$ cat config.mk
export PLATFORM = sky130hd
export DESIGN_NAME = dma_engine
export DESIGN_NICKNAME = d
export VERILOG_FILES = /design/src/rtl/dma_engine.sv
export SDC_FILE = /design/constraint.sdc
export NUM_CORES = 1
export LEC_CHECK = 0
export ABC_AREA = 0
export CAP_MARGIN = 20
export CORE_ASPECT_RATIO = 1.2
export CORE_MARGIN = 2
export CORE_UTILIZATION = 35
export CTS_BUF_LIST = sky130_fd_sc_hd__clkbuf_8
export DETAILED_ROUTE_END_ITERATION = 16
export GPL_TIMING_DRIVEN = 0
export MAX_ROUTING_LAYER = met4
export SLEW_MARGIN = 20
export SYNTH_ARGS = -nofsm -noshare
export SYNTH_HDL_FRONTEND = slang
export SYNTH_SLANG_ARGS = --single-unit
$ cat constraint.sdc
create_clock -name clk -period 4.1 [get_ports clk]
set_input_delay 0.82 -clock clk [delete_from_list [all_inputs] [get_ports clk]]
set_output_delay 0.82 -clock clk [all_outputs]
set_load 0.1 [all_outputs]
$ cat src/rtl/dma_engine.sv
// dma_engine: single-channel memory-to-memory DMA engine.
// A CPU config port exposes SRC, DST, LEN and CTRL registers. The engine moves
// LEN 32-bit words from SRC to DST over a valid/ready initiator port, one read
// beat followed by one write beat per word.
// Optional feature macro DMA_IRQ_EN: when defined, irq = done && irq_en;
// otherwise irq stays 0 and CTRL bit 2 ignores writes and reads back as 0.

module dma_engine #(
  parameter int LEN_BITS = 16
) (
  input  logic        clk,
  input  logic        resetn,
  input  logic        valid,
  output logic        ready,
  input  logic [3:0]  wstrb,
  input  logic [31:0] addr,
  input  logic [31:0] wdata,
  output logic [31:0] rdata,
  output logic        m_valid,
  input  logic        m_ready,
  output logic [31:0] m_addr,
  output logic [31:0] m_wdata,
  output logic [3:0]  m_wstrb,
  input  logic [31:0] m_rdata,
  output logic        irq
);

  localparam logic [1:0] IDLE = 2'd0;
  localparam logic [1:0] RD   = 2'd1;
  localparam logic [1:0] WR   = 2'd2;
  localparam logic [1:0] FIN  = 2'd3;

  logic [1:0]          state;
  logic [31:0]         src;
  logic [31:0]         dst;
  logic [LEN_BITS-1:0] len;
  logic [LEN_BITS-1:0] len_dec;
  logic                done;
  logic                irq_en;
  logic                abort_pend;
  logic [31:0]         buffer;
  logic [31:0]         reg_rdata;
  logic [1:0]          sel;
  logic                access;
  logic                wr;
  logic                ctrl_wr;
  logic                start_req;
  logic                clr_req;
  logic                abort_req;
  logic                abort_now;
  logic                busy;
  logic                beat;
  logic                unused_addr_bits;

  // Applies the byte-lane strobes of a CPU write onto an existing register value.
  function automatic logic [31:0] merge_bytes(input logic [31:0] cur,
                                              input logic [31:0] val,
                                              input logic [3:0]  be);
    logic [31:0] res;
    for (int i = 0; i < 4; i++) begin
      res[i*8 +: 8] = be[i] ? val[i*8 +: 8] : cur[i*8 +: 8];
    end
    return res;
  endfunction

  // Upper address bits are decoded by the interconnect; low bits are byte offsets.
  assign unused_addr_bits = ^{addr[31:4], addr[1:0]};

  assign sel       = addr[3:2];
  assign access    = valid && !ready;
  assign wr        = access && (wstrb != 4'h0);
  assign ctrl_wr   = wr && (sel == 2'd3) && wstrb[0];
  assign start_req = ctrl_wr && wdata[0];
  assign clr_req   = ctrl_wr && wdata[1];
  assign abort_req = ctrl_wr && wdata[3];
  assign busy      = (state != IDLE);
  assign beat      = m_valid && m_ready;
  assign abort_now = abort_pend || abort_req;
  assign len_dec   = len - LEN_BITS'(1);
  assign m_wdata   = buffer;

`ifdef DMA_IRQ_EN
  assign irq = done && irq_en;
`else
  assign irq = 1'b0;
`endif

  // Register read mux; CTRL reports live busy plus the sticky done and irq_en bits.
  always_comb begin
    reg_rdata = 32'h0;
    case (sel)
      2'd0:    reg_rdata = src;
      2'd1:    reg_rdata = dst;
      2'd2:    reg_rdata = 32'(len);
      default: reg_rdata = {29'h0, irq_en, done, busy};
    endcase
  end

  // Config port: one-cycle ready pulse per access, read data captured alongside it.
  always_ff @(posedge clk) begin
    if (!resetn) begin
      ready <= 1'b0;
      rdata <= 32'h0;
    end else begin
      ready <= access;
      if (access) begin
        rdata <= reg_rdata;
      end
    end
  end

  // Register writes and the transfer FSM; bus outputs are registered so they hold during stalls.
  always_ff @(posedge clk) begin
    if (!resetn) begin
      state      <= IDLE;
      src        <= 32'h0;
      dst        <= 32'h0;
      len        <= '0;
      done       <= 1'b0;
      irq_en     <= 1'b0;
      abort_pend <= 1'b0;
      buffer     <= 32'h0;
      m_valid    <= 1'b0;
      m_addr     <= 32'h0;
      m_wstrb    <= 4'h0;
    end else begin
      if (wr && !busy) begin
        case (sel)
          2'd0:    src <= merge_bytes(src, wdata, wstrb) & ~32'h3;
          2'd1:    dst <= merge_bytes(dst, wdata, wstrb) & ~32'h3;
          2'd2:    len <= LEN_BITS'(merge_bytes(32'(len), wdata, wstrb));
          default: ;
        endcase
      end
`ifdef DMA_IRQ_EN
      if (ctrl_wr) begin
        irq_en <= wdata[2];
      end
`endif
      if (clr_req) begin
        done <= 1'b0;
      end
      if (abort_req && busy) begin
        abort_pend <= 1'b1;
      end
      case (state)
        IDLE: begin
          if (start_req) begin
            if ((len == '0) || abort_req) begin
              state <= FIN;
            end else begin
              state   <= RD;
              m_valid <= 1'b1;
              m_addr  <= src;
              m_wstrb <= 4'h0;
            end
          end
        end
        RD: begin
          if (beat) begin
            buffer <= m_rdata;
            if (abort_now) begin
              state   <= FIN;
              m_valid <= 1'b0;
            end else begin
              state   <= WR;
              m_addr  <= dst;
              m_wstrb <= 4'hF;
            end
          end
        end
        WR: begin
          if (beat) begin
            src     <= src + 32'd4;
            dst     <= dst + 32'd4;
            len     <= len_dec;
            m_wstrb <= 4'h0;
            if (abort_now || (len_dec == '0)) begin
              state   <= FIN;
              m_valid <= 1'b0;
            end else begin
              state  <= RD;
              m_addr <= src + 32'd4;
            end
          end
        end
        default: begin
          state      <= IDLE;
          done       <= 1'b1;
          abort_pend <= 1'b0;
        end
      endcase
    end
  end

endmodule
# Word level (Yosys, flattened, before mapping)
# Cells that the tools add are included.
[word_totals]
reg_bits = 186
input_bits = 104
output_inout_bits = 103
[op_classes]
n_addsub = 3
n_eq_ne = 14
mux = 52
reduce_logical = 29
[ops]
columns = ["cell", "n"]
rows = [
  ["$mux W32", 14],
  ["$pmux W32 S3", 2],
  ["$mux W8", 10],
  ["$add A32 B3 Y32 const B", 2],
  ["$mux W16", 4],
  ["$logic_not A16 Y1", 2],
  ["$mux W4", 5],
  ["$ne A2 B2 Y1 const B", 8],
  ["$sub A16 B1 Y16 const B", 1],
  ["$reduce_and A7 Y1", 2],
  ["$pmux W4 S3", 1],
  ["$logic_and A1 B1 Y1", 10],
  ["$mux W2", 5],
  ["$mux W1", 9],
  ["$eq A2 B2 Y1 const B", 3],
  ["$pmux W2 S3", 1],
  ["$reduce_and A6 Y1", 1],
  ["$eq A2 B1 Y1 const B", 2],
  ["$logic_not A2 Y1", 2],
  ["$reduce_and A2 Y1", 2],
  ["$reduce_bool A4 Y1", 1],
  ["$logic_or A1 B1 Y1", 3],
  ["$pmux W1 S3", 1],
  ["$reduce_and A3 Y1", 1],
  ["other kinds (5)", 6],
]

# Longest topological paths before layout
# Gate-level depths: netlist of run 1.
[logic_depth]
depth_word = 11
depth_mapped = 11
ltp_nobuf = 8

# Worst setup path before layout of run 1
# OpenSTA, ideal clock, no wires.
[synth_path]
path_type = "flip-flop to flip-flop"
start = "reg m_valid"
end = "reg m_addr[23]"
setup_ns = 0.119
arrival_ns = 2.692
setup_slack_ns = 1.288
path_stages_with_launch = 7
synth_period_minus_slack_ns = 2.812
path_cell_list = "dfxtp_1 > a2bb2oi_1 > a2111oi_1 > o2111ai_1 > buf_2 > or4_1 > o221a_1"
[synth_between]
elab_chain_cells = 3
word_cells_on_any_way = 4
[synth_rtl]
columns = ["item", "line", "rtl"]
rows = [
  ["start, declared", "19", "output logic m_valid,"],
  ["start signal, assigned", "123", "m_valid <= 1'b0;"],
  ["start signal, assigned", "153", "m_valid <= 1'b1;"],
  ["start signal, assigned", "164", "m_valid <= 1'b0;"],
  ["$logic_and A1 B1 Y1 (*)", "77", "assign beat = m_valid && m_ready;"],
  ["$ne A2 B2 Y1 (no source line)", "-", ""],
  ["$reduce_and A7 Y1 (no source line) (*)", "-", ""],
  ["end signal, assigned", "154", "m_addr <= src;"],
  ["end signal, assigned", "167", "m_addr <= dst;"],
  ["end signal, assigned", "183", "m_addr <= src + 32'd4;"],
  ["end, declared", "21", "output logic [31:0] m_addr,"],
]
# Every way passes the cells marked *; elsewhere a longest branch is shown, timed or not.
# A chain may end at the register's enable or synchronous reset.

# Worst setup path after layout of run 1
[layout_path]
start = "in m_ready"
end = "reg src[1]"
[layout_between]
elab_chain_cells = 3
[layout_rtl]
columns = ["item", "line", "rtl"]
rows = [
  ["start, declared", "20", "input logic m_ready,"],
  ["$logic_and A1 B1 Y1", "77", ""],
  ["$mux W32", "173", "if (beat) begin"],
  ["$mux W32", "146", "case (state)"],
  ["end signal, assigned", "129", "2'd0: src <= merge_bytes(src, wdata, wstrb) & ~32'h3;"],
  ["end signal, assigned", "174", "src <= src + 32'd4;"],
  ["end, declared", "34", "logic [31:0] src;"],
]
# Every way passes these cells.

==> run summary, run 1 <==
clock network latency to the later pin of the worst-skew pair = 500 ps
post-layout total power = 4220 uW
via count of the first global-routing pass = 11.1k
cell at the slowest stage of the critical path = buf_1
total via count in the routed design = 11.8k
HPWL after detailed placement = 35.4 mm
Yosys top cell by area = dfxtp_1
Net Switching = 1570 uW
number of vias per cell after detailed routing = 6.05
I/O pins = 207
critical path endpoint category = flop
Leakage = 0.00449 uW
post-layout minimum cycle time = 4050 ps
Die X = 162 um
Period Utilization, post-route = 98.7%
Clock Power Share = 29.7%
synth-to-layout area growth = 24.8%
Synth top area share = 35.1%
synth top area cells = dfxtp_1, nand2_1, nor2_1
setup repair after global routing missed its margin = no
pre-CTS WS = -315 ps
combinational share of power = 25.6%
reg-to-reg slack, setup = 110 ps
met2 WL = 21.4 mm
weighted congestion at the end of routability-driven global placement = 1.03
full die area = 31300 um2
routed wire length per instance = 24.8 um
worst endpoint data arrival time = 4430 ps
clock sink total = 183
initial cell density of the core = 35.4%
number of H-tree branching levels = 4
worst setup path startpoint = m_ready
worst max-slew margin expressed relative to the limit = 26.0%
post-layout worst setup margin = 54.0 ps
number of nets in the layout = 1652
class of the worst hold path = reg -> reg
largest net degree at the start of global routing = 17
Setup CP Type = in -> reg
max-slew violation total from the final report = 0
maximum vdd drop = 0.000169 V
transition time at the pin with the least slew margin = 1100 ps
wl on met1 = 19.7 mm
fraction of registers with async set/reset = 0%
# setup viols final = 0
most instantiated flip-flop cell in the synthesis netlist = dfxtp_1
post-route clock skew = 26.4 ps
initial antenna violation count = 0
power density cells = 323 nW/um2
deepest clock path buffer count = 2
number of cells upsized or downsized after cts = 0
core outline area = 29500 um2
Clk pin slew, worst setup/hold paths = 100 ps
Clock Tree Root = clkbuf_8
net count after synthesis = 1460
Chip Height = 193 um
switching share of power = 37.3%
WHS = 458 ps
clock buffer count from CTS = 17
share of synthesized area occupied by flip-flops and latches = 35.1%
WL met3 = 3.99 mm
number of diodes = 0
Post-CTS Setup Bufs = 0
number of synthesized flops with an enable pin = 0
Port Buffers = 173
First-pass DRT Iterations = 7
CP Launch Type = input pin
final standard cell count with taps included and fillers excluded = 1943
max-capacitance violation count = 0
first-pass GRT wire length = 71.4 mm
delay of the slowest cell on the worst path = 760 ps
placed cell count = 1911
average size of a mapped cell = 7.75 um2
total routing resource utilization after global routing = 31.3%
residual DRC count = 0
status = completed
Synth Register Bits = 183
CTS tree = built
FP Rows = 69
relative contribution of sequential cells to total power = 44.7%
fmax = 0.247 GHz
highest metal layer used by the detailed router = met4
critical path required time = 4480 ps
origin of the worst min-delay path = src[0]$_SDFFE_PN0P_
total wire length = 48.1 mm
post-route ant nets = 0
Post-Synthesis Cells = 1348
remaining global-route overflow = 0
Most Frequent Cell on Critical Path = clkbuf_1
number of warnings reported in the yosys synthesis log = 0
top fanout value on the critical path = 10
number of failing hold endpoints at the final stage = 0
Netlist cell types = 97
cell area after synthesis = 10400 um2
cells traversed along the worst timing path = clkdlybuf4s50_1 -> nand3_1 -> clkbuf_1 -> clkbuf_1 -> buf_1 -> o41ai_1 -> o21ai_0 -> nor2_1
P_int = 2640 uW
fraction of final layout cells with drive strength greater than 1 = 7.86%
r2r startpoint = state[0]$_SDFFE_PN0P_
count of hold-fix buffers inserted at cts = 0
1st-iter DRT viols = 1486
==> cell families (layout without fill, tap and decap cells) <==
| logic type | Yosys count | in the layout | synth area share, % |
|---|---|---|---|
| AND/OR/NAND/NOR | 547 | 547 | 25.4 |
| multiplexers | 51 | 51 | 5.39 |
| XOR/XNOR | 3 | 3 | 0.252 |
| AO/OA/AOI/OAI | 391 | 391 | 26.2 |
| buffers and inverters | 164 | 369 | 6.68 |
| other | 1 | 1 | 0.0359 |
| adder cells (fa/ha/maj) | 8 | 8 | 0.958 |
| flip-flops | 183 | 183 | 35.1 |
==> routing by layer <==
metal | vias to the layer above | GRT usage (%)
li1 | 5340 | -
met1 | 5601 | 39.9
met2 | 680 | 47.6
met3 | 139 | 4.31
met4 | 0 | 17.6
met5 | - | -
==> through the flow <==
stage,utilization [%],TNS (ps),instance area (um2)
after detailed placement,42.9,-1480,12700
after global placement,42.9,-1140,12700
after floorplan,-,0,10400
after CTS,44.2,0,13000
after global routing,44.2,0,13000
final,44.2,0,13000
==> cells in the final DEF, fill, tap and decap left out, types with 6 or more instances in the layout <==
master             n
ha_1               8
buf_2             13
nand4_1           22
and3_1            21
o211ai_1           6
and2_1             7
a22oi_1           20
buf_1              9
nor3_1            38
inv_1             41
nor4_1            13
or3_1              6
a222oi_1          14
nor2b_1            7
buf_4              7
o21ai_0           90
a311oi_1          14
clkbuf_8          18
a31oi_1           26
a211oi_1          24
nand2b_1          11
or4_1              6
nand3_1           48
a22o_1             6
nor2_1           135
clkdlybuf4s50_1  173
mux2_2            22
mux2i_1           27
clkbuf_1          84
nand2_1          195
a211o_1            8
a221oi_1          18
a21oi_1           86
o221a_1            7
nand3b_1           6
dfxtp_1          183
==> registers in the layout, indices dropped and copies added, names as in the netlist <==
register and cells:
dst 32, m_addr 32, m_wdata 32, rdata 32, src 32, len 16
state 2, abort_pend 1, done 1, m_valid 1, m_wstrb 1, ready 1
==> path summary, 6_finish.rpt <==
path / to / depth (start not counted)
max: src[1]$_SDFFE_PN0P_ / 8
min reg2reg: src[0]$_SDFFE_PN0P_ / 2
min: src[0]$_SDFFE_PN0P_ / 2
max reg2reg: src[1]$_SDFFE_PN0P_ / 9
==> power by group through the flow <==
| stage | Combinational [uW] | Sequential (uW) | Clock, uW |
|---|---|---|---|
| 2_1_floorplan | 470 | 2100 | 0 |
| 3_3_place_gp | 1050 | 1920 | 0 |
| 3_5_place_dp | 1050 | 1920 | 0 |
| 4_1_cts | 1050 | 1880 | 1270 |
| 5_1_grt | 1120 | 1890 | 1340 |
| 6_report | 1080 | 1890 | 1250 |
==> worst max-delay path, delay by kind of cell <==
family,cells,cell delay [ps]
simple gates,2,380
compound gates,2,680
buf+inv,4,2530
==> synthesized netlist by cell type, types with 6 or more instances <==
| cell type | number |
|---|---|
| buf_2 | 13 |
| nor2b_1 | 7 |
| nand3_1 | 48 |
| o221a_1 | 7 |
| a311oi_1 | 14 |
| buf_1 | 9 |
| buf_4 | 7 |
| clkbuf_1 | 84 |
| o21ai_0 | 90 |
| and2_1 | 7 |
| a211o_1 | 8 |
| a31oi_1 | 26 |
| nand2_1 | 195 |
| a222oi_1 | 14 |
| mux2i_1 | 27 |
| nand3b_1 | 6 |
| nand4_1 | 22 |
| a221oi_1 | 18 |
| a21oi_1 | 86 |
| a22o_1 | 6 |
| ha_1 | 8 |
| dfxtp_1 | 183 |
| and3_1 | 21 |
| nand2b_1 | 11 |
| inv_1 | 40 |
| nor4_1 | 13 |
| o211ai_1 | 6 |
| or4_1 | 6 |
| nor3_1 | 38 |
| or3_1 | 6 |
| nor2_1 | 135 |
| a211oi_1 | 24 |
| mux2_2 | 22 |
| a22oi_1 | 20 |
==> cell type report <==
cell class | count | area [um2]
repair buffers | 173 | 1730
flip-flops and latches | 183 | 3660
inverters | 44 | 165
well taps | 390 | 488
fillers | 3064 | 16500
clock inverters | 14 | 124
multi-input cells | 1001 | 6090
clock buffers | 18 | 248
plain buffers | 120 | 533
Power figures use the tool's default switching activity.
==> inputs of run 2 (changes only) <==
--- a/config.mk
+++ b/config.mk
@@ -14,6 +14,7 @@
 export DETAILED_ROUTE_END_ITERATION = 16
 export GPL_TIMING_DRIVEN = 0
 export MAX_ROUTING_LAYER = met4
+export RECOVER_POWER = 50
 export SLEW_MARGIN = 20
 export SYNTH_ARGS = -nofsm -noshare
 export SYNTH_HDL_FRONTEND = slang
==> run 2 against run 1 <==
Against the previous run:
- final area did not move
- cell count did not move
- wire length fell by 0.31%
- register-to-register slack improved by 30 ps
- flip-flop and latch count did not move
- via count barely moved
- critical path depth did not move
- sequential share of layout area did not move
- combinational power barely moved
- clock-buffer cell count did not move
- die area did not move
- non-clock buffer count did not move
- critical path type unchanged
==> run summary, run 2 (synthesis results as in run 1) <==
status = completed (unchanged)
initial antenna violation count = 0 (unchanged)
1st-iter DRT viols = 1553 (was 1486)
Clock Tree Root = clkbuf_8 (unchanged)
critical path endpoint category = flop (unchanged)
Leakage = 0.00481 uW (was 0.00449 uW)
power density cells = 322 nW/um2 (was 323 nW/um2)
cells traversed along the worst timing path = clkdlybuf4s50_1 -> nand3_1 -> clkbuf_1 -> clkbuf_1 -> buf_1 -> o41ai_1 -> o21ai_0 -> nor2_1 (unchanged)
synth-to-layout area growth = 24.8% (unchanged)
sequential cell area = 3660 um2 (unchanged)
number of nets in the layout = 1652 (unchanged)
leading cell type in the layout, fill and taps excluded = nand2_1 (unchanged)
post-layout worst setup margin = 88.4 ps (was 54.0 ps)
post-route clock skew = 27.1 ps (was 26.4 ps)
clock network latency to the later pin of the worst-skew pair = 500 ps (about the same)
cell at the slowest stage of the critical path = buf_1 (unchanged)
post-route ant nets = 0 (unchanged)
number of diodes = 0 (unchanged)
Clk pin slew, worst setup/hold paths = 100 ps (about the same)
number of cells upsized or downsized after cts = 0 (unchanged)
deepest clock path buffer count = 2 (unchanged)
Most Frequent Cell on Critical Path = clkbuf_1 (unchanged)
largest net degree at the start of global routing = 17 (unchanged)
fraction of final layout cells with drive strength greater than 1 = 7.41% (was 7.86%)
first-pass GRT wire length = 71.4 mm (unchanged)
delay of the slowest cell on the worst path = 760 ps (about the same)
max-capacitance violation count = 0 (unchanged)
number of H-tree branching levels = 4 (unchanged)
full die area = 31300 um2 (unchanged)
total via count in the routed design = 11.8k (about the same)
WHS = 458 ps (about the same)
number of fillers in the final layout = 3064 (unchanged)
worst endpoint data arrival time = 4390 ps (was 4430 ps)
residual DRC count = 0 (unchanged)
number of buffers and inverters on the critical path = 4 (unchanged)
post-layout minimum cycle time = 4010 ps (was 4050 ps)
total negative slack for setup checks = 0 ps (unchanged)
max-slew violation total from the final report = 0 (unchanged)
routed wire length per instance = 24.7 um (was 24.8 um)
core outline area = 29500 um2 (unchanged)
Post-CTS Setup Bufs = 0 (unchanged)
placed cell count = 1911 (unchanged)
initial cell density of the core = 35.4% (unchanged)
Chip Height = 193 um (unchanged)
top fanout value on the critical path = 10 (unchanged)
FP Rows = 69 (unchanged)
I/O pins = 207 (unchanged)
Die X = 162 um (unchanged)
multi-input combinational cell area = 6090 um2 (unchanged)
Period Utilization, post-route = 97.8% (was 98.7%)
critical path required time = 4480 ps (about the same)
CP Launch Type = input pin (unchanged)
post-layout total power = 4200 uW (was 4220 uW)
Port Buffers = 173 (unchanged)
transition time at the pin with the least slew margin = 1130 ps (was 1100 ps)
maximum vdd drop = 0.000171 V (was 0.000169 V)
commonest cells after routing, fill and taps aside = nand2_1, dfxtp_1, nor2_1 (was nand2_1, dfxtp_1, clkdlybuf4s50_1)
via count of the first global-routing pass = 11.1k (unchanged)
final standard cell count with taps included and fillers excluded = 1943 (unchanged)
number of vias per cell after detailed routing = 6.05 (about the same)
total routing resource utilization after global routing = 31.3% (unchanged)
count of hold-fix buffers inserted at cts = 0 (unchanged)
First-pass DRT Iterations = 6 (was 7)
class of the worst hold path = reg -> reg (unchanged)
clock buffer count from CTS = 17 (unchanged)
Crit path max-delay family = buffers and inverters (unchanged)
fmax = 0.249 GHz (was 0.247 GHz)
worst max-slew margin expressed relative to the limit = 24.9% (was 26.0%)
clock sink total = 183 (unchanged)
CTS tree = built (unchanged)
weighted congestion at the end of routability-driven global placement = 1.03 (unchanged)
setup repair after global routing missed its margin = no (unchanged)
pre-CTS WS = -315 ps (unchanged)
total wire length = 48.0 mm (was 48.1 mm)
Setup CP Type = in -> reg (unchanged)
# setup viols final = 0 (unchanged)
remaining global-route overflow = 0 (unchanged)
number of failing hold endpoints at the final stage = 0 (unchanged)
HPWL after detailed placement = 35.4 mm (unchanged)
## run 2: cell types whose count changed in the layout (fill, tap and decap cells not counted)
cell	delta
inv_1	+1
mux2_1	+6
clkdlybuf4s50_1	-94
dlygate4sd3_1	+94
inv_2	-1
mux2_2	-6
## run 2: metrics by stage
step	cell area, um2	utilization, %
2_1_floorplan	10400	-
3_3_place_gp	12700	42.9
3_5_place_dp	12700	42.9
4_1_cts	13000	44.2
5_1_grt	13000	44.2
6_report	13000	44.2
## run 2: where the power goes
group          leakage, uW  total [uW]  switching (uW)  internal [uW]
Combinational      0.00314        1070             768            302
Clock             0.000187        1250             751            501
Sequential         0.00148        1880            51.1           1830
Total              0.00481        4200            1570           2640
## run 2: final cells by class
cell class / instances / area share (%)
clock buffer: 18 / 1.90
inverter: 44 / 1.27
timing repair buffer: 173 / 13.3
clock inverter: 14 / 0.950
multi-input combinational: 1001 / 46.7
tap: 390 / 3.74
sequential: 183 / 28.1
buffer: 120 / 4.09
## run 2: final timing paths
| check | to | slack (ps) | cells after the start | from |
|---|---|---|---|---|
| hold reg to reg | m_addr[8]$_SDFFE_PN0P_ | 460 | 2 | m_addr[8]$_SDFFE_PN0P_ |
| setup / recovery | src[1]$_SDFFE_PN0P_ | 90 | 8 | m_ready |
| hold / removal | m_addr[8]$_SDFFE_PN0P_ | 460 | 2 | m_addr[8]$_SDFFE_PN0P_ |
| setup reg to reg | src[1]$_SDFFE_PN0P_ | 140 | 9 | state[0]$_SDFFE_PN0P_ |
## run 2: layer usage
layer	vias to the layer above	share of wire, %	GRT usage, %
met5	-	0	-
met4	0	6.2	17.6
met3	150	8.2	4.31
met2	668	45	47.6
met1	5602	41	39.9
li1	5337	-	-
## run 2: worst min-delay path, stage by stage, from the launching register on
cell	delay, ps
dfxtp_1	320
nand2_1	50
mux2i_1	50
